<file path="src/rtl/sys_pkg.sv">
// Shared types for the SRAM read arbiter: owner ids, FSM states
// and the per-beat tag carried alongside each outstanding read.
package sys_pkg;

    typedef enum logic [0:0] {
        OWN_W = 1'b0,
        OWN_I = 1'b1
    } owner_t;

    typedef enum logic [1:0] {
        IDLE    = 2'd0,
        BURST_W = 2'd1,
        BURST_I = 2'd2
    } arb_state_t;

    typedef struct packed {
        logic   valid;
        owner_t owner;
        logic   last;
    } tag_t;

    localparam int LEN_WIDTH = 8;

endpackage

</file>
<file path="src/rtl/rd_tag_pipe.sv">
// Tag delay line matching the SRAM read latency.
// Ports: clk, rst (sync, active-high), tag_in (tag of the beat issued
// this cycle), tag_out (tag whose data is on mem_rd_data now),
// any_valid (some beat is still in flight).
module rd_tag_pipe
    import sys_pkg::*;
#(
    parameter int RD_LATENCY = 2
) (
    input  logic clk,
    input  logic rst,
    input  tag_t tag_in,
    output tag_t tag_out,
    output logic any_valid
);

    tag_t stage [RD_LATENCY];

    always_ff @(posedge clk) begin
        if (rst) begin
            for (int i = 0; i < RD_LATENCY; i++) begin
                stage[i] <= '0;
            end
        end else begin
            stage[0] <= tag_in;
            for (int i = 1; i < RD_LATENCY; i++) begin
                stage[i] <= stage[i-1];
            end
        end
    end

    assign tag_out = stage[RD_LATENCY-1];

    always_comb begin
        any_valid = 1'b0;
        for (int i = 0; i < RD_LATENCY; i++) begin
            any_valid = any_valid | stage[i].valid;
        end
    end

endmodule

</file>
<file path="src/rtl/sram_rd_arbiter.sv">
// Two-requester burst read arbiter in front of a single-port SRAM.
// Ports: clk, rst (sync, active-high); req/addr/len/gnt/rdy per
// requester (_w weight, _i input); mem_rd_en/addr/data to the SRAM;
// rd_data with vld_x/done_x back to the owner; busy.
// Build option: define ARB_FIXED_PRIO_EN for fixed W-over-I priority
// on ties; otherwise ties are resolved round-robin.
module sram_rd_arbiter
    import sys_pkg::*;
#(
    parameter int ADDR_WIDTH = 8,
    parameter int DATA_WIDTH = 8,
    parameter int MEM_BAND   = 16,
    parameter int RD_LATENCY = 2
) (
    input  logic                           clk,
    input  logic                           rst,
    input  logic                           req_w,
    input  logic                           req_i,
    input  logic [ADDR_WIDTH-1:0]          addr_w,
    input  logic [ADDR_WIDTH-1:0]          addr_i,
    input  logic [LEN_WIDTH-1:0]           len_w,
    input  logic [LEN_WIDTH-1:0]           len_i,
    output logic                           gnt_w,
    output logic                           gnt_i,
    input  logic                           rdy_w,
    input  logic                           rdy_i,
    output logic                           mem_rd_en,
    output logic [ADDR_WIDTH-1:0]          mem_rd_addr,
    input  logic [MEM_BAND*DATA_WIDTH-1:0] mem_rd_data,
    output logic [MEM_BAND*DATA_WIDTH-1:0] rd_data,
    output logic                           vld_w,
    output logic                           vld_i,
    output logic                           done_w,
    output logic                           done_i,
    output logic                           busy
);

    arb_state_t             state;
    arb_state_t             state_nxt;
    logic [ADDR_WIDTH-1:0]  cur_addr;
    logic [LEN_WIDTH-1:0]   beats_left;
    logic                   gnt_ok;
    logic                   pick_w;
    logic                   pick_i;
    logic                   issue_last;
    owner_t                 issue_own;
    tag_t                   tag_in;
    tag_t                   tag_out;
    logic                   tag_busy;
`ifndef ARB_FIXED_PRIO_EN
    owner_t                 last_owner;
`endif

    // Tie resolution between the two requesters.
    always_comb begin
        pick_w = req_w;
        pick_i = req_i;
        if (req_w && req_i) begin
`ifdef ARB_FIXED_PRIO_EN
            pick_w = 1'b1;
            pick_i = 1'b0;
`else
            pick_w = (last_owner == OWN_I);
            pick_i = (last_owner == OWN_W);
`endif
        end
    end

    always_ff @(posedge clk) begin
        if (rst) begin
            state <= IDLE;
        end else begin
            state <= state_nxt;
        end
    end

    always_comb begin
        state_nxt = state;
        unique case (state)
            IDLE: begin
                if (gnt_w) begin
                    state_nxt = BURST_W;
                end else if (gnt_i) begin
                    state_nxt = BURST_I;
                end
            end
            BURST_W, BURST_I: begin
                if (mem_rd_en && issue_last) begin
                    state_nxt = IDLE;
                end
            end
            default: state_nxt = IDLE;
        endcase
    end

    // gnt_ok holds grants off for the first cycle after reset so that
    // every output reads zero in that cycle.
    always_comb begin
        gnt_w       = 1'b0;
        gnt_i       = 1'b0;
        mem_rd_en   = 1'b0;
        mem_rd_addr = '0;
        issue_own   = OWN_W;
        unique case (state)
            IDLE: begin
                gnt_w = gnt_ok && !rst && pick_w;
                gnt_i = gnt_ok && !rst && pick_i;
            end
            BURST_W: begin
                mem_rd_en   = rdy_w;
                mem_rd_addr = cur_addr;
                issue_own   = OWN_W;
            end
            BURST_I: begin
                mem_rd_en   = rdy_i;
                mem_rd_addr = cur_addr;
                issue_own   = OWN_I;
            end
            default: ;
        endcase
    end

    assign issue_last = (beats_left == LEN_WIDTH'(1));

    always_ff @(posedge clk) begin
        if (rst) begin
            cur_addr   <= '0;
            beats_left <= '0;
            gnt_ok     <= 1'b0;
`ifndef ARB_FIXED_PRIO_EN
            last_owner <= OWN_I;
`endif
        end else begin
            gnt_ok <= 1'b1;
            if (gnt_w) begin
                cur_addr   <= addr_w;
                beats_left <= len_w;
`ifndef ARB_FIXED_PRIO_EN
                last_owner <= OWN_W;
`endif
            end else if (gnt_i) begin
                cur_addr   <= addr_i;
                beats_left <= len_i;
`ifndef ARB_FIXED_PRIO_EN
                last_owner <= OWN_I;
`endif
            end else if (mem_rd_en) begin
                cur_addr   <= cur_addr + 1'b1;
                beats_left <= beats_left - 1'b1;
            end
        end
    end

    always_comb begin
        tag_in       = '0;
        tag_in.valid = mem_rd_en;
        tag_in.owner = issue_own;
        tag_in.last  = issue_last;
    end

    rd_tag_pipe #(
        .RD_LATENCY (RD_LATENCY)
    ) u_tag_pipe (
        .clk       (clk),
        .rst       (rst),
        .tag_in    (tag_in),
        .tag_out   (tag_out),
        .any_valid (tag_busy)
    );

    // Return stage: the tag leaving the pipe names the owner of the
    // data currently on mem_rd_data.
    always_ff @(posedge clk) begin
        if (rst) begin
            rd_data <= '0;
            vld_w   <= 1'b0;
            vld_i   <= 1'b0;
            done_w  <= 1'b0;
            done_i  <= 1'b0;
        end else begin
            if (tag_out.valid) begin
                rd_data <= mem_rd_data;
            end
            vld_w  <= tag_out.valid && (tag_out.owner == OWN_W);
            vld_i  <= tag_out.valid && (tag_out.owner == OWN_I);
            done_w <= tag_out.valid && (tag_out.owner == OWN_W)
                      && tag_out.last;
            done_i <= tag_out.valid && (tag_out.owner == OWN_I)
                      && tag_out.last;
        end
    end

    assign busy = (state != IDLE) || tag_busy || vld_w || vld_i;

endmodule

</file>
<file path="config.mk">
export PLATFORM = sky130hd
export DESIGN_NAME = sram_rd_arbiter
export DESIGN_NICKNAME = d
export VERILOG_FILES = /design/src/rtl/sys_pkg.sv /design/src/rtl/rd_tag_pipe.sv /design/src/rtl/sram_rd_arbiter.sv
export SDC_FILE = /design/constraint.sdc
export NUM_CORES = 1
export LEC_CHECK = 0
export CAP_MARGIN = 10
export CORE_MARGIN = 3
export CORE_UTILIZATION = 38
export CTS_BUF_LIST = sky130_fd_sc_hd__clkbuf_4
export DETAILED_ROUTE_END_ITERATION = 12
export PLACE_DENSITY = 0.79
export RECOVER_POWER = 100
export SLEW_MARGIN = 25
export SYNTH_ARGS = -nofsm -noshare
export SYNTH_HDL_FRONTEND = slang
export SYNTH_SLANG_ARGS = --single-unit
</file>
<file path="constraint.sdc">
create_clock -name clk -period 1.6 [get_ports clk]
set_input_delay 0.32 -clock clk [delete_from_list [all_inputs] [get_ports clk]]
set_output_delay 0.32 -clock clk [all_outputs]
set_load 0.01 [all_outputs]
</file>
# Word level (Yosys, flattened, before mapping)
# Memories as Yosys holds them, arrays and structs flattened.
# Cells that the tools add are included.
[classes]
add_sub_neg = 2
multipliers = 0
div = 0
n_lt_le_gt_ge = 0
n_eq_ne = 5
shift = 0
mux = 24
bitwise_logic = 5
reduce_logical = 19
[op_table]
columns = ["operator", "n"]
rows = [
  ["$mux 8", 7],
  ["$mux 1", 10],
  ["$logic_and 1x1->1", 9],
  ["$add 8x1->8 const B", 1],
  ["$eq 8x1->1 const B", 1],
  ["$sub 8x1->8 const B", 1],
  ["$mux 2", 3],
  ["$mux 3", 2],
  ["$pmux 2 s2", 1],
  ["$reduce_bool 2->1", 2],
  ["$logic_or 1x1->1", 3],
  ["$ne 3x3->1 const B", 1],
  ["$or 1x1->1", 3],
  ["$reduce_bool 3->1", 1],
  ["$eq 2x1->1 const B", 1],
  ["$eq 2x2->1 const B", 1],
  ["$logic_not 2->1", 1],
  ["$ne 2x1->1 const B", 1],
  ["$not 1->1", 2],
  ["$pmux 1 s2", 1],
  ["$reduce_and 2->1", 1],
  ["$reduce_or 2->1", 1],
  ["$logic_not 1->1", 1],
]
[word_totals]
ff_bits = 152
latch_bits = 0
mem_bits_rw = 6
mem_bits_ro = 0
inputBits = 166
out_inout_bits = 144
wordCells = 66
memories = 1
[memory_table]
columns = ["memory", "words", "width", "read_ports", "rd_ports_with_merged_regs", "write_ports", "line_no", "rtl"]
rows = [
  ["u_tag_pipe.stage", 2, 3, 2, 0, 2, "rd_tag_pipe.sv:17", "tag_t stage [RD_LATENCY];"],
]

# Longest topological paths before layout
# Gate-level depths: netlist (run 1).
[depth]
depth_word = 7
depth_mapped = 10
depth_no_buf = 8

# Modules after synthesis
# Synthesis (run 1) repeated with hierarchy kept, for this count alone.
[hier_totals]
cells_unflattened = 623
hier_area_um2 = 6197.2
[by_module_without_submodules]
columns = ["module", "n_inst", "cells_per_inst", "area_each_um2", "seq_area_each_um2"]
rows = [
  ["sram_rd_arbiter", 1, 607, 6010.8, 3042.9],
  ["rd_tag_pipe", 1, 16, 186.4, 120.1],
]

# Least setup slack after synthesis (run 1)
# OpenSTA, ideal clock, no wires.
[synth_timing]
path_kind = "reg2reg"
start = "register state[1]"
end = "register beats_left[2]"
setup_ps = 80
arrival_time_ps = 1727
required_ps = 1520
setup_slack_ps = -207
path_stages_with_launch = 10
n_path_buf = 1
period_less_slack_ps = 1807
path_cell_list = "dfxtp_1 inv_1 ha_1 a22oi_2 or2b_1 inv_1 nor3_4 buf_6 a21oi_2 a211oi_2"
[synth_between]
word_cells_on_any_way = 9
cone_classes = "eq/ne (2); mux (5); reduce/logical (2)"
[synth_rtl]
columns = ["item", "line_no", "rtl"]
rows = [
  ["start: declaration", "sram_rd_arbiter.sv:38", "arb_state_t state;"],
  ["start signal: assignment", "sram_rd_arbiter.sv:73", "state <= state_nxt;"],
  ["$eq 2x2->1 or $eq 2x1->1 (tied branches)", "sram_rd_arbiter.sv:104", "unique case (state)"],
  ["$pmux 1 s2 *", "sram_rd_arbiter.sv:104", ""],
  ["net mem_rd_en", "sram_rd_arbiter.sv:27", "output logic mem_rd_en,"],
  ["$reduce_bool 3->1 (no source line) *", "--", ""],
  ["end signal: assignment", "sram_rd_arbiter.sv:137", "beats_left <= len_w;"],
  ["end signal: assignment", "sram_rd_arbiter.sv:143", "beats_left <= len_i;"],
  ["end signal: assignment", "sram_rd_arbiter.sv:149", "beats_left <= beats_left - 1'b1;"],
  ["end: declaration", "sram_rd_arbiter.sv:41", "logic [LEN_WIDTH-1:0] beats_left;"],
]
# Mark *: on every way through the listed nets, which the timed path passes. The rest lies on a longest branch.
# A chain may end at the register's enable or synchronous reset.

# Worst setup path in the final report (run 1)
[layout_timing]
start = "register state[0]"
end = "output gnt_i"
[layout_between]
elab_chain_cells = 2
[layout_rtl]
columns = ["item", "line_no", "rtl"]
rows = [
  ["$logic_not 2->1", "sram_rd_arbiter.sv:104", ""],
  ["$mux 1", "sram_rd_arbiter.sv:104", ""],
  ["end: declaration", "sram_rd_arbiter.sv:24", "output logic gnt_i,"],
]
# Every way passes these cells.

==> flow_summary.toml, run 1 <==
[status]
status = "complete, but fails checks"
violations = "capacitance limit, slew limit, setup timing"

[finish]
area_growth_pct = 66.2
nNetsFinal = 1145
antenna_cells = 0
drive_above_1_share_pct = 18.0
n_fill_cell = 1315

[worst_setup_path]
r2r_slack_ps = -560
start_kind = "register"
crit_type = "register to output port"
worstPathArrival_ps = 1920
path_max_fanout = 4
cp-end-kind = "output port"
crit_required_ps = 1280

[placement]
gp_congestion = 0.861
hpwl_um = 14600
io_buffers = 309
place_ws_ps = -689

[logic_synthesis]
synth.yosys.warnings = 0
synthTopCellsByArea = "dfxtp_1, mux2i_1, nor2_1, a211oi_2, buf_2"
ys_dominant_reg_cell = "dfxtp_1"
synth_top_cell_by_area = "dfxtp_1"
synth.distinct_cells = 50
synthCells = 623
synth.avg_cell_area_um2 = 10.1
ys_seq_elements = 158
muxShareOfSynthArea_pct = 20.4
synth_seq_area_share_pct = 50.4
synthXorXnorAreaFrac_pct = 1.40
yosys.area.top_type_share_pct = 50.4
synth-compound-area-share_pct = 6.79
yosys.area_share.simple_pct = 15.7
synth_fa_ha_area_share_pct = 1.20
synth_top_family_by_area = "multiplexers"
async_reset_ff_share_pct = 0
synth_edf_count = 0
syn_nets = 795
syn_area_um2 = 6270

[timing]
final_max_slew_viol_count = 68
period_needed_ps = 2240
hold_violations = 0
fin_crit_sh_pct = 140
worst_slew_pin_slew_ps = 1540
rsz0062_at_grt = "yes"
fin_ws_ps = -643
setup_violations = 35
relSlewSlack_pct = -2.59
finClkSkew_ps = 34.3
fmaxAchievable_ghz = 0.446

[floorplan]
rows = 46
core_area_um2 = 16000
initial_core_util_pct = 39.2
dieHeight_um = 134
dieArea_um2 = 18100
die_w_um = 134
io_pins = 310

[pwr]
power_mw = 7.80
vdd_drop_max_v = 0.000402
powerDensity_nw_per_um2 = 748
p_leak_nw = 4.24

[cts]
postCtsHoldBufs = 0
clock_path_buffers = 2
path_clk_slew_ps = 150
htree_levels = 4
cts_tree = "done"
root_buffer = "clkbuf_4"
cts_buffers = 17
cts.sinks = 158
clk_latency_ps = 550

[route]
wirelength_um = 21400
drtIter0Drc = 248
drtAntennaViolNets = 0
vias = 5874
post_drt_wl_per_cell_um = 17.8
drc_errors = 0
dr.pass1.iters = 5
vias_per_cell = 4.89

[global_route]
antenna_found_initial = 0
track_usage_pct = 21.9
grt_start_max_net_pins = 87
gr-total-overflow = 0
grt_pass1_wl_um = 31200
grt_pass1_vias = 5677

[hold_path]
hold_path_class = "input port to register"

[flow_run]
maxCapViolations = 1
routing by layer:
metal / global-route usage (%) / share of wire (%) / vias to the layer above
met3: 7.12 / 8.7 / 44
met1: 25.4 / 38 / 2726
li1: - / - / 2821
met2: 37.6 / 50 / 283
met5: 0 / 0 / -
met4: 8.37 / 2.8 / 0
final timing paths:
| path | start | to | cells past startpoint |
|---|---|---|---|
| worst max-delay path | state[0]$_SDFFE_PP0P_ | gnt_i | 8 |
| worst min-delay path | addr_i[5] | cur_addr[5]$_SDFFE_PP0P_ | 3 |
| worst max register to register | state[0]$_SDFFE_PP0P_ | cur_addr[3]$_SDFFE_PP0P_ | 12 |
| worst min register to register | u_tag_pipe.stage[0][4]$_SDFF_PP0_ | vld_w$_SDFF_PP0_ | 1 |
area by class of cell:
class                      count  area, um2  share of cell area (%)
clock buffer                  19        143                    1.37
clock inverter                12        123                    1.18
inverter                      10       47.5                   0.456
multi-input combinational    414       3050                    29.3
sequential                   158       3170                    30.5
tap                          216        270                    2.59
timing repair buffer         372       3610                    34.7
flip-flops by register name, indices dropped and copies added (netlist names):
signal / cells
rd_data: 128
beats_left: 8
cur_addr: 8
u_tag_pipe.stage: 6
state: 2
done_i: 1
done_w: 1
gnt_ok: 1
last_owner: 1
vld_i: 1
vld_w: 1
Yosys cell counts (3+ instances only):
cell / number
a211oi_1: 5
a211oi_2: 8
a21oi_1: 6
a21oi_2: 4
and2_1: 11
buf_1: 5
buf_2: 15
buf_6: 4
clkbuf_1: 16
dfxtp_1: 158
ha_1: 6
inv_1: 8
mux2i_1: 128
nand2_1: 15
nand3_1: 10
nor2_1: 146
nor2b_1: 6
nor3_1: 7
o211ai_1: 8
o21a_1: 3
o21ai_0: 9
xnor2_1: 8
worst max-delay path: stages (launching register included):
cell,delay [ps]
dfxtp_2,380
inv_2,50
ha_4,170
buf_4,140
buf_4,130
and4b_2,250
nand2_8,100
inv_6,40
buf_6,110
cells in the final DEF (no fill, tap or decap), drive strengths merged, types with 11 or more instances in the layout:
cell type	instances
dlygate4sd2	90
buf	72
clkdlybuf4s15	35
clkbuf	30
dfxtp	158
nand2	16
and2	11
nor2	148
a211oi	13
nand3	11
mux2i	128
clkdlybuf4s50	164
report_power, final:
group | total [mW] | switching, mW | internal [mW]
clock | 2.34 | 1.40 | 0.941
combinational | 1.41 | 0.572 | 0.834
sequential | 4.05 | 0.0574 | 3.99
total | 7.80 | 2.03 | 5.77
logic make-up after synthesis:
| group | Yosys count |
|---|---|
| mux | 128 |
| buf+inv | 51 |
| compound gates | 53 |
| simple gates | 217 |
| flops | 158 |
| xor+xnor | 10 |
| fa+ha+maj | 6 |
stage by stage:
step / area [um2] / util (%) / setup TNS, ps / std cells / hold slack [ps]
5_1_grt: 10400 / 65.1 / -18870 / 1201 / 313
2_1_floorplan: 6310 / - / -825 / 623 / 396
6_report: 10400 / 65.1 / -14670 / 1201 / 366
3_5_place_dp: 9680 / 60.5 / -14640 / 1136 / 435
4_1_cts: 10200 / 63.5 / -11340 / 1185 / 296
3_3_place_gp: 9680 / 60.5 / -13830 / 1136 / 418
timing repair:
action | in CTS | in global routing
resized for setup | 250 | 83
setup buffers | 16 | 16
gates cloned | 2 | 1
pin swaps | 16 | 15
endpoints found under the setup margin | 193 | 75
Power figures use the tool's default switching activity.
==> inputs of run 2 (changes only) <==
- CAP_MARGIN: 10 -> 20
==> results of run 2 <==
Same layout as run 1: the final DEF is identical, and so are final timing and power.
==> inputs of run 3 (changes only) <==
- CTS_BUF_LIST: sky130_fd_sc_hd__clkbuf_4 -> sky130_fd_sc_hd__clkbuf_2
- GPL_TIMING_DRIVEN: not set -> 0
- HOLD_SLACK_MARGIN: not set -> 0.03
==> run 3 against run 2 <==
The run ends with setup timing left. Sequential share of layout area is 0.41 points higher. Setup slack worse by 180 ps. Critical path depth is 1 lower. Worst hold slack worse by 190 ps. First-iteration DRC count is 17% lower. Cell count is 1.2% higher. Power is 1.5% lower. Combinational power is 9.9% lower. Fmax is 7.3% lower. Routed wire length is 2.3% higher. Utilization is 2.3 points higher. Sequential power hardly changed. Critical path type unchanged. Largest cell class unchanged.
==> flow_summary.toml, run 3 (synthesis results as in run 1) <==
[status]
status = "complete, but fails checks"
violations = "setup timing"

[pwr]
p_leak_nw = 4.20
power_mw = 7.68
vdd_drop_max_v = 0.000398
powerDensity_nw_per_um2 = 711

[finish]
area_growth_pct = 72.2
regMostFlops = "rd_data"
top_regs = "rd_data (128), beats_left (8), cur_addr (8)"
largest_register_ffs = 128
final_util_pct = 67.5
n_fill_cell = 1276
drive_above_1_share_pct = 42.4
layout_commonest_cell = "clkdlybuf4s50_1"
fin_cells = 1216
layout_common_cells = "clkdlybuf4s50_1, buf_6, nor2_1, dfxtp_2, mux2i_1"
antenna_cells = 0
nNetsFinal = 1159

[floorplan]
rows = 46
dieArea_um2 = 18100
io_pins = 310
core_area_um2 = 16000
dieHeight_um = 134
initial_core_util_pct = 39.2
die_w_um = 134

[route]
drtIter0Drc = 206
vias_per_cell = 4.83
vias = 5876
drtAntennaViolNets = 0
wirelength_um = 21900
drc_errors = 0
dr.pass1.iters = 4
post_drt_wl_per_cell_um = 18.0

[timing]
fin_ws_ps = -819
final_max_slew_viol_count = 0
period_needed_ps = 2420
hold_violations = 0
fin_crit_sh_pct = 151
relSlewSlack_pct = 47.2
fmaxAchievable_ghz = 0.413
setup_violations = 42
worst_slew_pin_slew_ps = 793
finClkSkew_ps = 33.5
rsz0062_at_grt = "yes"

[placement]
hpwl_um = 15900
io_buffers = 309
gp_congestion = 0.858
post-place-cells = 1148

[cts]
cts_buffers = 17
clk_latency_ps = 700
cts_tree = "done"
root_buffer = "clkbuf_2"
path_clk_slew_ps = 240
htree_levels = 4
clock_path_buffers = 2
cts.sinks = 158

[worst_setup_path]
crit_required_ps = 1280
cp-end-kind = "output port"
crit_type = "register to output port"
path_max_fanout = 5
worstPathArrival_ps = 2100
start_kind = "register"

[flow_run]
maxCapViolations = 0

[global_route]
grt_pass1_wl_um = 32500
antenna_found_initial = 0
gr-total-overflow = 0
grt_pass1_vias = 5793
track_usage_pct = 23.0
grt_start_max_net_pins = 17

[hold_path]
hold_path_class = "input port to register"
-- run 3: routing by layer --
metal | global-route usage (%) | part of all wire (%)
met5 | 0 | 0
met3 | 8.08 | 7.8
met4 | 8.09 | 3.1
met2 | 39.5 | 50
met1 | 26.7 | 40
-- run 3: metrics by stage --
step           setup TNS, ps  cell area (um2)  setup slack, ps  hold slack (ps)
5_1_grt               -23540            10800             -953             86.8
3_5_place_dp         -117810             9670            -1020              425
2_1_floorplan           -825             6310            -70.0              396
6_report              -15770            10800             -819              176
3_3_place_gp         -119210             9670            -1040              419
4_1_cts               -14570            10400             -870             83.7
-- run 3: critical path, stage by stage, from the launching register on --
cell	delay, ps
dfxtp_2	380
inv_2	70
ha_4	160
nor2b_4	130
or3b_4	420
inv_8	70
buf_12	90
buf_6	90
-- run 3: power by group --
group | switching (mW) | internal, mW | total [mW] | leakage (nW)
Combinational | 0.503 | 0.762 | 1.27 | 2.71
Clock | 1.46 | 0.881 | 2.34 | 0.150
Sequential | 0.0725 | 4.00 | 4.07 | 1.34
-- run 3: repair_timing --
item | CTS | global route
setup buffers | 29 | 9
hold buffers | 0 | 0
endpoints found under the setup margin | 275 | 255
gates resized for setup | 887 | 84
gates cloned | 2 | 1
pin swaps | 14 | 14
-- run 3: final cells by class --
class | count | area (um2) | share of cell area [%]
clock buffer | 18 | 90.1 | 0.834
multi-input combinational | 414 | 3010 | 27.9
inverter | 10 | 52.6 | 0.487
buffer | 39 | 267 | 2.47
tap | 216 | 270 | 2.50
clock inverter | 14 | 166 | 1.54
timing repair buffer | 347 | 3610 | 33.4
sequential | 158 | 3330 | 30.9
-- run 3: final timing paths --
check                               startpoint                                 to  slack, ps  cells after the start
max reg2reg              state[1]$_SDFFE_PP0P_         beats_left[2]$_SDFFE_PP0P_       -580                     12
min                                  addr_i[5]           cur_addr[5]$_SDFFE_PP0P_        180                      3
max                      state[1]$_SDFFE_PP0P_                              gnt_w       -820                      7
min reg2reg  u_tag_pipe.stage[0][0]$_SDFF_PP0_  u_tag_pipe.stage[0][3]$_SDFF_PP0_        440                      1
